--- config.mk ---
export PLATFORM = sky130hd
export DESIGN_NAME = div_pipe_scheduler
export DESIGN_NICKNAME = d
export VERILOG_FILES = /design/src/rtl/div_pipe_pkg.sv /design/src/rtl/rr_arbiter2.sv /design/src/rtl/div_pipe_scheduler.sv
export SDC_FILE = /design/constraint.sdc
export NUM_CORES = 1
export LEC_CHECK = 0
export BUFFER_PORTS_ARGS = -buffer_cell sky130_fd_sc_hd__buf_2
export CAP_MARGIN = 15
export CELL_PAD_IN_SITES_DETAIL_PLACEMENT = 1
export CELL_PAD_IN_SITES_GLOBAL_PLACEMENT = 1
export CORE_ASPECT_RATIO = 1.5
export CORE_MARGIN = 10
export CORE_UTILIZATION = 36
export CTS_CLUSTER_DIAMETER = 40
export DETAILED_ROUTE_END_ITERATION = 10
export GPL_TIMING_DRIVEN = 0
export PLACE_DENSITY = 0.89
export SYNTH_ARGS = -nofsm -noshare
export SYNTH_HDL_FRONTEND = slang
export SYNTH_SLANG_ARGS = --single-unit
--- constraint.sdc ---
create_clock -name clk -period 3.3 [get_ports clk]
set_input_delay 0.825 -clock clk [delete_from_list [all_inputs] [get_ports clk]]
set_output_delay 0.825 -clock clk [all_outputs]
set_load 0.02 [all_outputs]
--- src/rtl/div_pipe_pkg.sv ---
// Shared types and defaults for the divider pipeline scheduler.
// Holds default widths/latency, requester ids and the in-flight tag.
package div_pipe_pkg;

   localparam int DATA_W_DEF  = 8;
   localparam int LATENCY_DEF = 9;

   localparam logic REQ_ID0 = 1'b0;
   localparam logic REQ_ID1 = 1'b1;

   typedef struct packed {
      logic valid;
      logic id;
      logic err;
   } tag_t;

   function automatic logic gnt_id(input logic [1:0] gnt);
      return gnt[1] ? REQ_ID1 : REQ_ID0;
   endfunction

endpackage

--- src/rtl/rr_arbiter2.sv ---
// Two-way round-robin arbiter with combinational grant.
// Ports: clk, rst_n, en (grant enable), req[1:0] in; gnt[1:0] out.
module rr_arbiter2 (
   input  logic       clk,
   input  logic       rst_n,
   input  logic       en,
   input  logic [1:0] req,
   output logic [1:0] gnt
);

   // ptr_q = 0 favours requester 0 on contention
   logic ptr_q;
   logic ptr_d;

   always_comb begin
      gnt = 2'b00;
      if (en && rst_n) begin
         unique case (req)
            2'b01:   gnt = 2'b01;
            2'b10:   gnt = 2'b10;
            2'b11:   gnt = ptr_q ? 2'b10 : 2'b01;
            default: gnt = 2'b00;
         endcase
      end
   end

   // gnt implies valid, so any grant is a transfer;
   // point at the requester that was not just served
   always_comb begin
      ptr_d = ptr_q;
      if (|gnt) ptr_d = gnt[0];
   end

   always_ff @(posedge clk or negedge rst_n) begin
      if (!rst_n) ptr_q <= 1'b0;
      else        ptr_q <= ptr_d;
   end

endmodule

--- src/rtl/div_pipe_scheduler.sv ---
// Shares one fixed-latency pipelined divider between two requesters.
// Ports: clk, rst_n, flush; req0/req1 valid/ready/dividend/divisor;
//   div_dividend/div_divisor out, div_quotient/div_reminder in;
//   rsp0/rsp1 valid, rsp_quotient, rsp_reminder, rsp_err, inflight.
// Option: DIV_PIPE_ZERO_CHECK_EN flags divide-by-zero in the response.
module div_pipe_scheduler
   import div_pipe_pkg::*;
#(
   parameter int LATENCY = LATENCY_DEF,
   parameter int DATA_W  = DATA_W_DEF
) (
   input  logic              clk,
   input  logic              rst_n,
   input  logic              req0_valid,
   output logic              req0_ready,
   input  logic [DATA_W-1:0] req0_dividend,
   input  logic [DATA_W-1:0] req0_divisor,
   input  logic              req1_valid,
   output logic              req1_ready,
   input  logic [DATA_W-1:0] req1_dividend,
   input  logic [DATA_W-1:0] req1_divisor,
   input  logic              flush,
   output logic [DATA_W-1:0] div_dividend,
   output logic [DATA_W-1:0] div_divisor,
   input  logic [DATA_W-1:0] div_quotient,
   input  logic [DATA_W-1:0] div_reminder,
   output logic              rsp0_valid,
   output logic              rsp1_valid,
   output logic [DATA_W-1:0] rsp_quotient,
   output logic [DATA_W-1:0] rsp_reminder,
   output logic              rsp_err,
   output logic [3:0]        inflight
);

   logic [1:0] gnt;

   rr_arbiter2 u_arb (
      .clk   (clk),
      .rst_n (rst_n),
      .en    (~flush),
      .req   ({req1_valid, req0_valid}),
      .gnt   (gnt)
   );

   assign req0_ready = gnt[0];
   assign req1_ready = gnt[1];

   logic              xfer;
   logic              sel_id;
   logic [DATA_W-1:0] sel_dvd;
   logic [DATA_W-1:0] sel_dvs;
   tag_t              new_tag;
   tag_t              last_tag;
   logic              rsp_fire;

   tag_t [LATENCY-1:0] tags_q;
   tag_t [LATENCY-1:0] tags_d;
   logic [DATA_W-1:0]  div_dividend_q, div_dividend_d;
   logic [DATA_W-1:0]  div_divisor_q, div_divisor_d;
   logic               rsp0_valid_q, rsp0_valid_d;
   logic               rsp1_valid_q, rsp1_valid_d;
   logic               rsp_err_q, rsp_err_d;
   logic [3:0]         inflight_q, inflight_d;

   always_comb begin
      xfer    = |gnt;
      sel_id  = gnt_id(gnt);
      sel_dvd = (sel_id == REQ_ID1) ? req1_dividend : req0_dividend;
      sel_dvs = (sel_id == REQ_ID1) ? req1_divisor  : req0_divisor;

      new_tag.valid = xfer;
      new_tag.id    = sel_id;
`ifdef DIV_PIPE_ZERO_CHECK_EN
      new_tag.err   = xfer && (sel_dvs == '0);
`else
      new_tag.err   = 1'b0;
`endif

      div_dividend_d = div_dividend_q;
      div_divisor_d  = div_divisor_q;
      if (xfer) begin
         div_dividend_d = sel_dvd;
         div_divisor_d  = sel_dvs;
      end

      // tag line shifts every cycle, no stall path
      tags_d[0] = new_tag;
      for (int i = 1; i < LATENCY; i++) begin
         tags_d[i] = tags_q[i-1];
      end
      if (flush) tags_d = '0;

      last_tag = tags_q[LATENCY-1];
      rsp_fire = last_tag.valid && !flush;

      rsp0_valid_d = rsp_fire && (last_tag.id == REQ_ID0);
      rsp1_valid_d = rsp_fire && (last_tag.id == REQ_ID1);
      rsp_err_d    = rsp_fire && last_tag.err;

      inflight_d = inflight_q;
      if (flush) begin
         inflight_d = '0;
      end else begin
         unique case ({xfer, last_tag.valid})
            2'b10:   inflight_d = inflight_q + 4'd1;
            2'b01:   inflight_d = inflight_q - 4'd1;
            default: inflight_d = inflight_q;
         endcase
      end
   end

   always_ff @(posedge clk or negedge rst_n) begin
      if (!rst_n) begin
         tags_q         <= '0;
         div_dividend_q <= '0;
         div_divisor_q  <= '0;
         rsp0_valid_q   <= 1'b0;
         rsp1_valid_q   <= 1'b0;
         rsp_err_q      <= 1'b0;
         inflight_q     <= '0;
      end else begin
         tags_q         <= tags_d;
         div_dividend_q <= div_dividend_d;
         div_divisor_q  <= div_divisor_d;
         rsp0_valid_q   <= rsp0_valid_d;
         rsp1_valid_q   <= rsp1_valid_d;
         rsp_err_q      <= rsp_err_d;
         inflight_q     <= inflight_d;
      end
   end

   // divider result is live in the strobe cycle, so the
   // result bus is a gated pass-through, zero when idle
   always_comb begin
      rsp_quotient = '0;
      rsp_reminder = '0;
      if (rsp0_valid_q || rsp1_valid_q) begin
`ifdef DIV_PIPE_ZERO_CHECK_EN
         if (rsp_err_q) begin
            rsp_quotient = '1;
            rsp_reminder = '0;
         end else begin
            rsp_quotient = div_quotient;
            rsp_reminder = div_reminder;
         end
`else
         rsp_quotient = div_quotient;
         rsp_reminder = div_reminder;
`endif
      end
   end

   assign div_dividend = div_dividend_q;
   assign div_divisor  = div_divisor_q;
   assign rsp0_valid   = rsp0_valid_q;
   assign rsp1_valid   = rsp1_valid_q;
   // tag err is never set without the zero check, so this stays 0
   assign rsp_err      = rsp_err_q;
   assign inflight     = inflight_q;

endmodule

==> results of run 1 <==
[final timing paths]
check / slack [ns] / endpoint / cells after the start
max: 0.19 / req1_ready / 6
min: 0.43 / rsp0_valid / 1
max reg2reg: 1.36 / inflight[3] / 6
min reg2reg: 0.43 / rsp0_valid / 1
max in group asynchronous: 2.40 / div_dividend[3] / 1
min in group asynchronous: 0.50 / inflight[1] / 1
[cell type report]
class | count | share of cell area (%)
clock inverters | 3 | 0.983
flip-flops and latches | 41 | 40.3
inverters | 2 | 0.295
plain buffers | 9 | 3.34
multi-input cells | 122 | 30.8
clock buffers | 5 | 2.70
repair buffers | 92 | 18.2
well taps | 68 | 3.34
[flip-flops by register name (all words and copies together), names as in the netlist]
signal and count:
u_arb.ptr_q 1, div_dividend 8, inflight 4, div_divisor 8, rsp1_valid 1, tags_q 16, last_tag 2, rsp0_valid 1
[metrics by stage]
step / power, mW / utilization, %
after floorplan: 0.700 / -
after global placement: 0.795 / 47.8
after detailed placement: 0.813 / 47.8
after CTS: 1.16 / 49.7
after global routing: 1.20 / 49.7
final: 1.14 / 49.7
[cells by family (layout without fill, tap and decap cells)]
group                      after synthesis  in the layout  share of synthesized area [%]
other                                    1              1                          0.197
xor gates and xnor gates                 3              3                           1.38
muxes                                   17             17                           9.01
DFF                                     41             41                           53.9
AOI/OAI and AO/OA                       30             30                           8.74
buffers and inverters                   11            111                           4.87
adders and majority gates                2              2                           1.31
and+or+nand+nor                         69             69                           20.6
[layout by cell type, fill, tap and decap left out, drive strengths merged]
cell / instances
a21oi: 20
a221oi: 1
a31oi: 2
and2b: 1
and3: 2
buf: 96
clkbuf: 10
clkinv: 1
clkinvlp: 1
conb: 1
dfrtp: 41
ha: 2
inv: 3
mux2: 1
mux2i: 16
nand2: 1
nand2b: 2
nand3: 3
nor2: 21
nor2b: 33
nor3: 3
nor3b: 2
o21a: 1
o21ai: 5
o32ai: 1
or2: 1
xnor2: 3
[worst register-to-register path, stage by stage, from the launching register on]
cell     delay (ns)
dfrtp_1        0.42
o21ai_2        0.12
inv_1          0.12
ha_1           0.37
o21a_1         0.13
o32ai_1        0.30
mux2_2         0.37
[layer usage]
| layer | global-route usage, % | routed length [um] | vias up |
|---|---|---|---|
| met2 | 24.2 | 2960 | 88 |
| met1 | 12.9 | 2240 | 786 |
| met3 | 5.68 | 567 | 9 |
| met4 | 4.76 | 94 | 0 |
| met5 | 0 | 0 | - |
| li1 | - | - | 775 |
[Yosys cell counts (all sizes together)]
master	instances	area share, %
nor2b	33	11
and2b	1	0.39
xnor2	3	1.4
clkbuf	5	2.0
o21ai	5	1.5
nand3	3	0.79
a21oi	20	5.3
or2	1	0.33
a221oi	1	0.46
inv	2	0.39
nor3	3	0.79
nor3b	2	0.79
ha	2	1.3
buf	4	2.4
o21a	1	0.39
nand2b	2	1.1
nand2	1	0.20
mux2i	16	8.4
mux2	1	0.59
o32ai	1	0.46
conb	1	0.20
a31oi	2	0.66
nor2	21	4.3
and3	2	0.72
dfrtp	41	54
[power by group through the flow]
stage / Clock [mW] / Sequential [mW] / Combinational, mW
floorplan: 0 / 0.617 / 0.0833
global placement: 0 / 0.574 / 0.222
detailed placement: 0 / 0.577 / 0.236
CTS: 0.352 / 0.569 / 0.237
global route: 0.377 / 0.574 / 0.254
finish: 0.341 / 0.568 / 0.232
[repair_timing]
action	CTS	global route
hold buffers	0	0
endpoints found under the setup margin	1	0
gates resized for setup	1	0
==> out/summary.txt, run 1 <==
Total Routing Usage GR = 13.2%
Worst r2r src = last_tag[2]
Min-Delay Path Class = flip-flop to flip-flop
Post-Layout Cell Count = 342
Period utilization = 94.1%
Synth Area per Inst = 10.9 um2
Largest net degree at the start of global routing = 44
Vias = 1658
Multi-input gate area = 785 um2
CTS Buffer Depth = 2
Max_cap viols = 0
Pwr dens = 449 nW/um2
Initial antenna violation count = 0
Worst setup EP type = primary output
Crit-path slowest cell = buf_4
Synth cell types = 33
Cells after DPL = 334
Clock Pin Slew Worst Setup and Hold Paths = 0.09 ns
Crit path launch = rst_n
Antenna Diode Count = 0
Tightest Pin Transition = 0.556 ns
Number of global-route vias before repair = 1864
Final setup fails = 0
Die area = 8650 um2
Buf/Inv on CP = 4
Final worst slack = 0.193 ns
# nets final = 328
Iteration-0 DRC Markers = 55
Worst VDD drop = 0.277 mV
Crit Path Max Fanout = 43
DIE HEIGHT = 109 um
Routed Antenna Nets = 0
RSZ-0062 raised after global routing = no
Achievable frequency = 322 MHz
First drt pass iteration count = 4
Area Growth Syn to Fin = 33.7%
Io pins = 94
Fillers = 623
Hold Worst Slack = 0.430 ns
Critical path class = input pin to primary output
Worst slack, placed = -0.191 ns
Comb power frac = 20.3%
Layout cells sized above 1 = 41.2%
Vias per cell = 4.85
CTS Buf Count = 5
Status = finished, final reports clean
Worst slew margin = 62.9%
Slew Viols, Final = 0
Leakage = 1.27 nW
Crit path cell chain = buf_4 > nor2b_4 > and3_1 > buf_6 > buf_12 > buf_2
Synthesized netlist cell count = 174
Crit-path max cell delay = 0.43 ns
DR WL/cell = 17.2 um
CTS tree = built
# rows = 32
Int Pwr = 0.788 mW
Worst-Skew Late Latency = 0.30 ns
Clock skew = 0.0105 ns
GRT overflow = 0
Sw Share = 30.9%
Clock power frac = 29.9%
Hold path start = last_tag[1]
Ys Warns = 0
FF/Latch Area = 1030 um2
Design Area, Final = 2540 um2
Drt drc = 0
Fin Setup TNS = 0 ns
CP top delay family = buffers and inverters
Hold Vio Cnt, Final = 0
CTS sink cnt = 41
Required time worst endpoint = 2.47 ns
PortBufs = 92
Htree depth = 2
Routed wire length = 5870 um
Mapped cell area = 1900 um2
Post-DP HPWL = 4770 um
Die width = 79.4 um
Area of the core = 5120 um2
GPL Wtd Cong = 0.801
Sequential area share after synthesis = 53.9%
Net Count, Synth = 229
Final min period = 3.11 ns
Root Driver = clkbuf_8
Switch Pwr = 0.353 mW
Startpoint class of the critical path = input pin
Post-CTS repair timing setup buffer count = 0
First-pass GRT wire length = 9050 um
Starting density of the core = 37.1%
Worst EP arrival = 2.28 ns
Sequential share of power = 49.8%
Area of placed instances = 2450 um2
Synth Register Bits = 41
No activity file was read; power rests on OpenSTA's default activity.
==> run 2, diff against run 1 <==
CORE_MARGIN = 3   (was 10)
==> run 2 against run 1 <==
  * Largest cell class unchanged
  * Cell count down 0.88%
  * Global-route usage is 3.2 points higher
  * Wire length is 16% lower
  * Die area shrank 28%
==> out/summary.txt, run 2 (same netlist as run 1, synthesis figures left out) <==
# hold bufs at CTS = 0
Crit path cell chain = buf_4 > nor2b_4 > and3_1 > buf_6 > buf_12 > buf_2
Most common cell after layout, fill and taps aside = buf_2
RR Endpoint = inflight[3]
Vias per cell = 4.81
Pwr dens = 465 nW/um2
Vias = 1630
Period utilization = 94.1%
PortBufs = 92
Cells after DPL = 332
Crit Path Max Fanout = 43
Routed Antenna Nets = 0
CTS tree = built
First-pass GRT wire length = 7820 um
Worst-Skew Late Latency = 0.29 ns
Min-Delay Path Class = flip-flop to flip-flop
Fillers = 597
DR WL/cell = 14.6 um
Worst hold stages = 1
R2R Setup Slk = 1.41 ns
Worst slack, placed = -0.211 ns
CTS sink cnt = 41
Worst EP arrival = 2.28 ns
Design Area, Final = 2550 um2
Overall power = 1.19 mW
Fin Setup TNS = 0 ns
Hold Vio Cnt, Final = 0
Die width = 65.4 um
Max_cap viols = 0
Hold Worst Slack = 0.441 ns
Crit-path max cell delay = 0.44 ns
Worst slew margin = 64.0%
Total Routing Usage GR = 16.5%
# rows = 31
Tightest Pin Transition = 0.541 ns
# nets final = 328
Initial antenna violation count = 0
Worst setup EP type = primary output
Final worst slack = 0.195 ns
Layout cells sized above 1 = 41.0%
Final min period = 3.11 ns
Post-Layout Cell Count = 339
Iteration-0 DRC Markers = 13
Critical path class = input pin to primary output
Root Driver = clkbuf_8
Worst VDD drop = 0.390 mV
Final setup fails = 0
Worst r2r path cells = 6
Crit-path slowest cell = buf_4
Worst r2r src = last_tag[2]
Area of placed instances = 2450 um2
Htree depth = 2
DIE HEIGHT = 95.1 um
Leakage = 1.28 nW
Required time worst endpoint = 2.47 ns
Number of global-route vias before repair = 1675
Endpoint, Worst Hold = rsp0_valid
GPL Wtd Cong = 0.717
Io pins = 94
Hold path start = last_tag[1]
First drt pass iteration count = 4
Startpoint class of the critical path = input pin
CTS Buf Count = 5
CTS Buffer Depth = 2
Clock skew = 0.00622 ns
GRT overflow = 0
CP top delay family = buffers and inverters
Buf/Inv on CP = 4
Clock Pin Slew Worst Setup and Hold Paths = 0.08 ns
Area of the core = 4960 um2
Final Util = 51.4%
Status = finished, final reports clean
RSZ-0062 raised after global routing = no
Largest net degree at the start of global routing = 44
Starting density of the core = 38.3%
Number of flip-flops in the largest register = 16
Achievable frequency = 322 MHz
Area Growth Syn to Fin = 34.1%
Antenna Diode Count = 0
Die area = 6210 um2
Routed wire length = 4950 um
Slew Viols, Final = 0
Top reg by flops = tags_q
Most frequent cells in the layout = buf_2, dfrtp_1, nor2b_1
Drt drc = 0
Post-DP HPWL = 3690 um
## run 2: changes by cell type in the layout (fill, tap and decap cells not counted), sizes merged
cell      before  now
bufinv         0    1
clkinvlp       1    0
inv            3    2
## run 2: what timing repair did
item                       CTS  global route
buffers inserted             0             0
setup endpoints to repair    1             0
resized for setup            1             0
## run 2: worst max-delay path by stage
| stage | from | cells after the start | slack (ns) | endpoint |
|---|---|---|---|---|
| final | rst_n | 6 | 0.19 | req1_ready |
| after global placement | rst_n | 6 | -0.15 | req1_ready |
| after global routing | rst_n | 6 | 0.03 | req1_ready |
| after detailed placement | rst_n | 6 | -0.21 | req1_ready |
| after floorplan | flush | 7 | 0.90 | inflight[3] |
| after CTS | rst_n | 6 | 0.14 | req1_ready |
## run 2: area by class of cell
| cell class | instances | area [um2] | area share [%] |
|---|---|---|---|
| Inverter | 2 | 7.51 | 0.294 |
| Clock inverter | 2 | 35.0 | 1.37 |
| Tap cell | 66 | 82.6 | 3.24 |
| Multi-Input combinational cell | 122 | 785 | 30.7 |
| Sequential cell | 41 | 1030 | 40.2 |
| Buffer | 9 | 85.1 | 3.33 |
| Clock buffer | 5 | 68.8 | 2.70 |
| Timing Repair Buffer | 92 | 463 | 18.1 |
## run 2: power by group
part | internal (mW) | leakage [nW] | switching (mW)
Sequential | 0.543 | 0.519 | 0.0279
Clock | 0.220 | 0.0540 | 0.171
Combinational | 0.0931 | 0.708 | 0.133
Total | 0.855 | 1.28 | 0.332
## run 2: per-layer routing
metal	GRT usage, %	wire, um	up-vias
met5	0	0	-
met4	6.40	105	0
met3	5.31	515	10
met2	28.7	2420	90
met1	18.4	1910	756
li1	-	-	774
